==> config.mk <==
export PLATFORM = sky130hd
export DESIGN_NAME = pic_ack_sequencer
export DESIGN_NICKNAME = d
export VERILOG_FILES = /design/src/rtl/pic_pkg.sv /design/src/rtl/pic_priority_resolver.sv /design/src/rtl/pic_ack_sequencer.sv
export SDC_FILE = /design/constraint.sdc
export NUM_CORES = 1
export LEC_CHECK = 0
export BUFFER_PORTS_ARGS = -buffer_cell sky130_fd_sc_hd__buf_2
export CORE_ASPECT_RATIO = 0.6
export CORE_MARGIN = 5
export CORE_UTILIZATION = 41
export DETAILED_ROUTE_END_ITERATION = 7
export GPL_ROUTABILITY_DRIVEN = 0
export HOLD_SLACK_MARGIN = 0.08
export PLACE_DENSITY = 0.66
export SYNTH_ARGS = -nofsm -noshare
export SYNTH_HDL_FRONTEND = slang
export SYNTH_SLANG_ARGS = --single-unit
==> constraint.sdc <==
create_clock -name clk -period 2.5 [get_ports clk]
set_input_delay 0.125 -clock clk [delete_from_list [all_inputs] [get_ports clk]]
set_output_delay 0.125 -clock clk [all_outputs]
set_load 0.005 [all_outputs]
==> src/rtl/pic_pkg.sv <==
// Shared types and constants for the 8259-style interrupt acknowledge sequencer.
package pic_pkg;
   localparam int IRQ_IDX_W = 3;
   localparam logic [IRQ_IDX_W-1:0] SPURIOUS_IDX = 3'd7;

   typedef enum logic [1:0] {
      IDLE,
      ARMED,
      ACK1,
      VEC
   } pic_state_e;
endpackage

==> src/rtl/pic_priority_resolver.sv <==
// Combinational priority resolver: winner of req under rotating priority, its eligibility
// against the in-service bits, and the highest-priority in-service level.
module pic_priority_resolver
   import pic_pkg::*;
(
   input  logic [7:0]           req,
   input  logic [7:0]           isr,
   input  logic [IRQ_IDX_W-1:0] lowest,
   output logic [IRQ_IDX_W-1:0] winner,
   output logic                 eligible,
   output logic [IRQ_IDX_W-1:0] isr_top
);
   logic [IRQ_IDX_W-1:0] lvl;
   logic [IRQ_IDX_W-1:0] win_rank;
   logic [IRQ_IDX_W-1:0] isr_rank;
   logic                 win_found;
   logic                 isr_found;

   always_comb begin
      lvl       = '0;
      winner    = SPURIOUS_IDX;
      isr_top   = '0;
      win_rank  = '0;
      isr_rank  = '0;
      win_found = 1'b0;
      isr_found = 1'b0;
      // Scan from lowest to highest priority so the last hit is the top one; rank 0 is highest.
      for (int i = 7; i >= 0; i--) begin
         lvl = lowest + 3'(i) + 3'd1;
         if (req[lvl]) begin
            winner    = lvl;
            win_rank  = 3'(i);
            win_found = 1'b1;
         end
         if (isr[lvl]) begin
            isr_top   = lvl;
            isr_rank  = 3'(i);
            isr_found = 1'b1;
         end
      end
      eligible = win_found && (!isr_found || (win_rank < isr_rank));
   end
endmodule

==> src/rtl/pic_ack_sequencer.sv <==
// 8259 INTA sequencer: raises int_o one cycle after an eligible request, runs the two-pulse
// acknowledge, handles EOI/AEOI. `PIC_ROTATE_EN` enables automatic rotation on non-specific EOI.
module pic_ack_sequencer
   import pic_pkg::*;
#(
   parameter int NUM_IRQ = 8
) (
   input  logic                 clk,
   input  logic                 rst_n,
   input  logic [NUM_IRQ-1:0]   irr,
   input  logic [NUM_IRQ-1:0]   imr,
   input  logic [4:0]           vec_base,
   input  logic                 aeoi,
   input  logic                 inta_n,
   input  logic                 eoi_valid,
   input  logic                 eoi_specific,
   input  logic [IRQ_IDX_W-1:0] eoi_level,
   output logic                 int_o,
   output logic                 ack_clr,
   output logic [IRQ_IDX_W-1:0] ack_idx,
   output logic [NUM_IRQ-1:0]   isr,
   output logic [7:0]           data_o,
   output logic                 data_oe
);
   pic_state_e           state_q, state_d;
   logic                 inta_q;
   logic                 int_q, int_d;
   logic                 ack_clr_q, ack_clr_d;
   logic [IRQ_IDX_W-1:0] ack_idx_q, ack_idx_d;
   logic [NUM_IRQ-1:0]   isr_q, isr_d, isr_set, isr_clr;
   logic [7:0]           data_q, data_d;
   logic                 oe_q, oe_d;
   logic [IRQ_IDX_W-1:0] idx_q, idx_d;
   logic                 spur_q, spur_d;
   logic [IRQ_IDX_W-1:0] lowest, winner, isr_top;
   logic                 eligible;
   logic                 inta_fall, inta_rise;

   assign inta_fall = inta_q & ~inta_n;
   assign inta_rise = ~inta_q & inta_n;

`ifdef PIC_ROTATE_EN
   logic [IRQ_IDX_W-1:0] lowest_q, lowest_d;
   assign lowest = lowest_q;
`else
   assign lowest = 3'd7;
`endif

   pic_priority_resolver u_resolver (
      .req      (irr & ~imr),
      .isr      (isr_q),
      .lowest   (lowest),
      .winner   (winner),
      .eligible (eligible),
      .isr_top  (isr_top)
   );

   always_comb begin
      state_d   = state_q;
      int_d     = int_q;
      ack_clr_d = 1'b0;
      ack_idx_d = ack_idx_q;
      data_d    = data_q;
      oe_d      = oe_q;
      idx_d     = idx_q;
      spur_d    = spur_q;
      isr_set   = '0;
      isr_clr   = '0;
`ifdef PIC_ROTATE_EN
      lowest_d  = lowest_q;
`endif
      unique case (state_q)
         IDLE: begin
            if (eligible) begin
               state_d = ARMED;
               int_d   = 1'b1;
            end
         end
         ARMED: begin
            if (inta_fall) begin
               state_d = ACK1;
               int_d   = 1'b0;
               if (eligible) begin
                  idx_d            = winner;
                  spur_d           = 1'b0;
                  isr_set[winner]  = 1'b1;
                  ack_clr_d        = 1'b1;
                  ack_idx_d        = winner;
               end else begin
                  idx_d  = SPURIOUS_IDX;
                  spur_d = 1'b1;
               end
            end
         end
         ACK1: begin
            if (inta_fall) begin
               state_d = VEC;
               oe_d    = 1'b1;
               data_d  = {vec_base, idx_q};
            end
         end
         VEC: begin
            if (inta_rise) begin
               state_d = IDLE;
               oe_d    = 1'b0;
               if (aeoi && !spur_q) isr_clr[idx_q] = 1'b1;
            end
         end
         default: state_d = IDLE;
      endcase

      if (eoi_valid) begin
         if (eoi_specific) begin
            isr_clr[eoi_level] = 1'b1;
         end else if (|isr_q) begin
            isr_clr[isr_top] = 1'b1;
`ifdef PIC_ROTATE_EN
            lowest_d = isr_top;
`endif
         end
      end
      // An acknowledge set beats any clear of the same bit in this cycle.
      isr_d = (isr_q & ~isr_clr) | isr_set;
   end

   always_ff @(posedge clk or negedge rst_n) begin
      if (!rst_n) begin
         state_q   <= IDLE;
         inta_q    <= 1'b1;
         int_q     <= 1'b0;
         ack_clr_q <= 1'b0;
         ack_idx_q <= '0;
         isr_q     <= '0;
         data_q    <= '0;
         oe_q      <= 1'b0;
         idx_q     <= '0;
         spur_q    <= 1'b0;
`ifdef PIC_ROTATE_EN
         lowest_q  <= 3'd7;
`endif
      end else begin
         state_q   <= state_d;
         inta_q    <= inta_n;
         int_q     <= int_d;
         ack_clr_q <= ack_clr_d;
         ack_idx_q <= ack_idx_d;
         isr_q     <= isr_d;
         data_q    <= data_d;
         oe_q      <= oe_d;
         idx_q     <= idx_d;
         spur_q    <= spur_d;
`ifdef PIC_ROTATE_EN
         lowest_q  <= lowest_d;
`endif
      end
   end

   assign int_o   = int_q;
   assign ack_clr = ack_clr_q;
   assign ack_idx = ack_idx_q;
   assign isr     = isr_q;
   assign data_o  = data_q;
   assign data_oe = oe_q;
endmodule

* Yosys cells after proc, flatten, opt, wreduce, memory -nomap -nowiden
Index checks and enable logic that the tools add are counted.
W data, S select, Z words.
** Storage, ports and cells
- Logic and storage cells :: 128
- Output and inout bits :: 22
- Flip-flop bits (word level) :: 29
- Bits of input ports :: 30
** Operators by class
- Magnitude comparators :: 9
- Equality and inequality tests :: 7
- Bitwise operators :: 11
- Reduce and logical (&&, ||, !) cells :: 19
- Muxes and demuxes :: 72
** Operator list (number)
- $mux W8 :: 9
- $mux W3 :: 21
- $mux W1 :: 29
- $or A8 B8 Y8 :: 3
- $and A8 B8 Y8 :: 2
- $lt A3 B4 Y1 const B :: 4
- $not A8 Y8 :: 2
- $demux W1 S3 :: 4
- $ge A3 B1 Y1 const B :: 4
- $mux W2 :: 6
- $reduce_and A3 Y1 :: 3
- $ne A2 B2 Y1 const B :: 4
- $pmux W2 S4 :: 1
- $reduce_or A8 Y1 :: 1
- $logic_and A1 B1 Y1 :: 6
- $eq A2 B2 Y1 const B :: 2
- $pmux W1 S2 :: 2
- $reduce_and A2 Y1 :: 2
- $reduce_and A4 Y1 :: 1
- $reduce_bool A2 Y1 :: 2
- $lt A3 B3 Y1 :: 1
- $and A1 B1 Y1 :: 2
- $eq A2 B1 Y1 const B :: 1
- $logic_not A1 Y1 :: 2
- 3 further kinds :: 4

* Longest topological paths before layout
- Depth in word-level cells :: 19
- Gate-level depth with buffers :: 11
- Depth with buffers taken out :: 11

* By module
From an unflattened synthesis, not the netlist that was laid out.
** Unflattened totals
- Cell total of the unflattened synthesis :: 354
- Area total of the unflattened synthesis :: 3388.2 um^2
** Modules (own cells, without submodules)
- pic_priority_resolver :: area an instance 1884.3 um^2, sequential area each 0.0 um^2, instances 1, cells an instance 208
- pic_ack_sequencer :: area an instance 1503.9 um^2, sequential area each 726.9 um^2, instances 1, cells an instance 146

* Worst setup path after synthesis
OpenSTA, ideal clock, no wires.
- Kind :: register -> register
- Start point :: register isr_q[5] (netlist: isr[5])
- End point :: register ack_idx_q[2] (netlist: ack_idx[2])
- Cell stages (with the launch flop) :: 10
- Clock period less this slack :: 2.363 ns
- Library setup time :: 0.125 ns
- Path buffers :: 0
- Data required time :: 2.375 ns
- Data arrival time :: 2.238 ns
- Setup slack :: 0.137 ns
- Cells stage by stage :: dfrtp_1 -> nor2_1 -> o21ai_0 -> a211o_1 -> ha_1 -> o21a_1 -> o22ai_1 -> a31oi_4 -> nor2_4 -> mux2_4
** On the way
- Longest elaborated chain between the ends :: 10
- Elaborated cells between the ends (all ways) :: 17
- Classes of those cells :: order compare: 1; mux: 12; reduce/logical: 4
** Ends and longest elaborated chain
- start, declared :: line pic_ack_sequencer.sv:30 : logic [NUM_IRQ-1:0] isr_q, isr_d, isr_set, isr_clr;
- start signal, assigned :: line pic_ack_sequencer.sv:147 : isr_q <= isr_d;
- $mux W3 / $mux W1 (equally long branches) (6 in series) :: line pic_priority_resolver.sv:35 : if (isr[lvl]) begin
- $lt A3 B3 Y1 / $logic_not A1 Y1 (equally long branches) :: line pic_priority_resolver.sv:41 : eligible = win_found && (!isr_found || (win_rank < isr_rank));
- $logic_or A1 B1 Y1 (*) :: line pic_priority_resolver.sv:41
- $logic_and A1 B1 Y1 (*) :: line pic_priority_resolver.sv:41
- $reduce_and A3 Y1 (no source line) (*)
- end signal, assigned :: line pic_ack_sequencer.sv:146 : ack_idx_q <= ack_idx_d;
- end, declared :: line pic_ack_sequencer.sv:29 : logic [IRQ_IDX_W-1:0] ack_idx_q, ack_idx_d;
Every way passes the cells marked *; elsewhere a longest branch is shown, timed or not.
A chain may end at the register's enable or synchronous reset.

* Worst setup path in the final report
- Start point :: register isr_q[5] (netlist: isr[5])
- End point :: register int_q (netlist: int_o)
** On the way
- Longest elaborated chain between the ends :: 11
- Elaborated cells between the ends (all ways) :: 18
- Classes of those cells :: order compare: 1; eq/ne: 1; mux: 12; reduce/logical: 4
** Ends and longest elaborated chain
- $mux W3 / $mux W1 (equally long branches) (6 in series) :: line pic_priority_resolver.sv:35
- $lt A3 B3 Y1 / $logic_not A1 Y1 (equally long branches) :: line pic_priority_resolver.sv:41
- $logic_or A1 B1 Y1 (*) :: line pic_priority_resolver.sv:41
- $logic_and A1 B1 Y1 (*) :: line pic_priority_resolver.sv:41
- $ne A2 B2 Y1 (no source line) (*)
- $reduce_and A3 Y1 (no source line) (*)
- end signal, assigned :: line pic_ack_sequencer.sv:144 : int_q <= int_d;
- end, declared :: line pic_ack_sequencer.sv:27 : logic int_q, int_d;
Marks and branches as above.

==> run summary <==
Fin. Hold Viols: 0
flops & latches, synth: 29
final worst slack: 0.149 ns
Hold/Removal Path Class: in -> reg
VDD IR max: 0.431 mV
Arr. time, crit path: 2.52 ns
Seq/Total Area, Yosys: 0.396
Pleak: 1.11 nW
CTS root buffer: clkbuf_8
total congestion overflow: 0
DR vias: 1698
Avg WL per Cell: 14.7 µm
share of cells above drive strength 1: 0.333
Post-Syn Area per Cell: 9.24 µm²
Fmax: 425 MHz
dpl ws: 0.0875 ns
Boundary Pins: 52
Rows: 18
number of global-route vias before repair: 1551
input/output buffers: 51
CTS tree: built
hold slack: 0.0829 ns
drt pass-1 iters: 4
Slew Limit Fails: 0
Worst setup EP type: register
Final #Nets: 303
Clock H-tree levels: 2
Syn Nets: 236
Slew HR: 0.559
clock-pin slew on the worst setup and hold paths: 0.06 ns
worst slew pin tran: 0.661 ns
pin count of the biggest net entering global routing: 30
run status: completed
most frequent cells in the layout: buf_2, dfrtp_1, nand2_1
critical path peak fanout: 8
most common cell after layout, fill and taps aside: buf_2
fin util: 0.566
Total Power: 2.44 mW
Initial DRC Count: 95
unrepaired setup endpoints after global routing: false
Routed Antenna Nets: 0
Setup violations, final: 0
Yosys Warn Count: 0
Total Routing Usage GR: 0.174
initial antenna violation count: 0
nature of the critical path startpoint: register
total power divided by cell area: 1020 nW/µm²
Chip Height: 61.9 µm
core area: 4210 µm²
synthesized area: 1840 µm²
Post-CTS Repair Setup Buffers: 0
Req. time, crit path: 2.67 ns
Yosys cell types: 47
critical path cell sequence: nor2_2 -> o21ai_0 -> a211o_1 -> ha_1 -> o21a_1 -> o22ai_2 -> a31oi_4 -> nor4bb_1 -> a311o_1
diode count: 0
FILL cells: 386
DRC Markers: 0
Syn Inst Count: 199
worst skew pair latency: 0.28 ns
Sink Count: 29
die footprint: 5970 µm²
Num CTS Buffers: 5
starting density of the core: 0.436
die width: 96.4 µm
max incr delay on CP: 0.41 ns
fin crit share: 0.940
max-cap viol count: 0
TNS Setup: 0 ns
area grow syn2layout: 29.7%
CP max stage cell: dfrtp_1
WL final: 4790 µm
Tmin final: 2.35 ns
vias per cell: 5.19
Clock Tree Buf Depth: 2
first-pass GRT wire length: 7740 µm
Detail Placement HPWL: 3760 µm
Worst Clk Skew: 0.00444 ns
crit path kind: reg -> reg
==> registers in the layout, indices dropped and copies added (netlist names) <==
| register | cells |
|---|---|
| spur_q | 1 |
| data_o | 8 |
| data_oe | 1 |
| isr | 8 |
| ack_idx | 3 |
| ack_clr | 1 |
| int_o | 1 |
| idx_q | 3 |
| inta_q | 1 |
| state_q | 2 |
==> routing by layer <==
metal | global-route usage | part of all wire | vias up
met5 | 0 | 0 | -
met2 | 0.230 | 0.36 | 68
met4 | 0.0359 | 0.0083 | 0
li1 | - | - | 851
met1 | 0.268 | 0.54 | 775
met3 | 0.0602 | 0.094 | 4
==> worst max-delay path, delay by kind of cell, from the launching register on <==
family | cells | cell delay [ns]
and+or+nand+nor | 2 | 0.25
AOI/OAI and AO/OA | 6 | 1.28
DFF | 1 | 0.41
adders and majority gates | 1 | 0.27
==> path summary, 6_finish.rpt <==
check	start	to	slack [ns]	cells past startpoint
worst max register to register	isr[5]$_DFF_PN0_	int_o$_DFFE_PN0P_	0.15	9
worst max-delay path	isr[5]$_DFF_PN0_	int_o$_DFFE_PN0P_	0.15	9
max in group asynchronous	rst_n	state_q[0]$_DFFE_PN0P_	1.66	2
worst min-delay path	vec_base[4]	data_o[7]$_DFFE_PN0P_	0.08	2
worst min register to register	spur_q$_DFFE_PN0P_	spur_q$_DFFE_PN0P_	0.50	2
min in group asynchronous	rst_n	data_o[5]$_DFFE_PN0P_	0.42	2
==> stage by stage <==
step                      instance area, µm²  cells
final                                   2380    327
after global routing                    2380    327
after CTS                               2360    326
after detailed placement                2200    313
after global placement                  2200    313
after floorplan                         1840    199
==> cells in the mapped netlist, drive strengths merged <==
cell	instances	area, µm²
o31ai	2	25.0
nand2b	8	50.1
o2bb2ai	1	8.76
nor4b	1	15.0
nand2	23	86.3
buf	1	3.75
a21boi	2	15.0
or4	1	7.51
o21a	3	22.5
o211ai	1	7.51
nor2	20	82.6
and2	1	6.26
o21ai	16	80.1
o22ai	5	45.0
a31oi	2	27.5
a211o	1	8.76
dfrtp	28	701
ha	7	87.6
o22a	1	8.76
a22o	1	8.76
nand3b	3	22.5
nand3	6	35.0
a21oi	13	65.1
a311o	1	10.0
nor4bb	1	10.0
nor2b	7	53.8
nor3	6	30.0
clkbuf	1	3.75
mux2i	3	30.0
a21o	1	7.51
mux2	10	116
or2	2	15.0
o221ai	5	43.8
or3	2	17.5
nor4	1	12.5
inv	11	41.3
dfstp	1	26.3
==> cells by family after synthesis <==
| group | after synthesis | synth area share |
|---|---|---|
| AO/OA/AOI/OAI | 55 | 0.209 |
| flip-flops | 29 | 0.396 |
| AND/OR/NAND/NOR | 82 | 0.242 |
| buffers and inverters | 13 | 0.0265 |
| multiplexers | 13 | 0.0796 |
| adder cells (fa/ha/maj) | 7 | 0.0476 |
==> power breakdown <==
part           total (mW)  internal, mW  switching (mW)  leakage [nW]
Sequential          0.791         0.646           0.145         0.354
Combinational        1.15         0.548           0.600         0.692
Clock               0.500         0.324           0.176        0.0585
Total                2.44          1.52           0.921          1.11
==> what timing repair did <==
item,in CTS,in global routing
setup endpoints to repair,0,10
hold buffers,5,1
gates resized for setup,0,2
hold endpoints to repair,32,1
==> cell type report <==
| class | count | area (µm²) | area share |
|---|---|---|---|
| Multi-Input combinational cell | 157 | 1070 | 0.449 |
| Sequential cell | 29 | 727 | 0.305 |
| Timing Repair Buffer | 62 | 353 | 0.148 |
| Clock buffer | 7 | 86.3 | 0.0362 |
| Tap cell | 60 | 75.1 | 0.0315 |
| Inverter | 11 | 41.3 | 0.0173 |
| Clock inverter | 1 | 30.0 | 0.0126 |
Power figures use the tool's default switching activity.
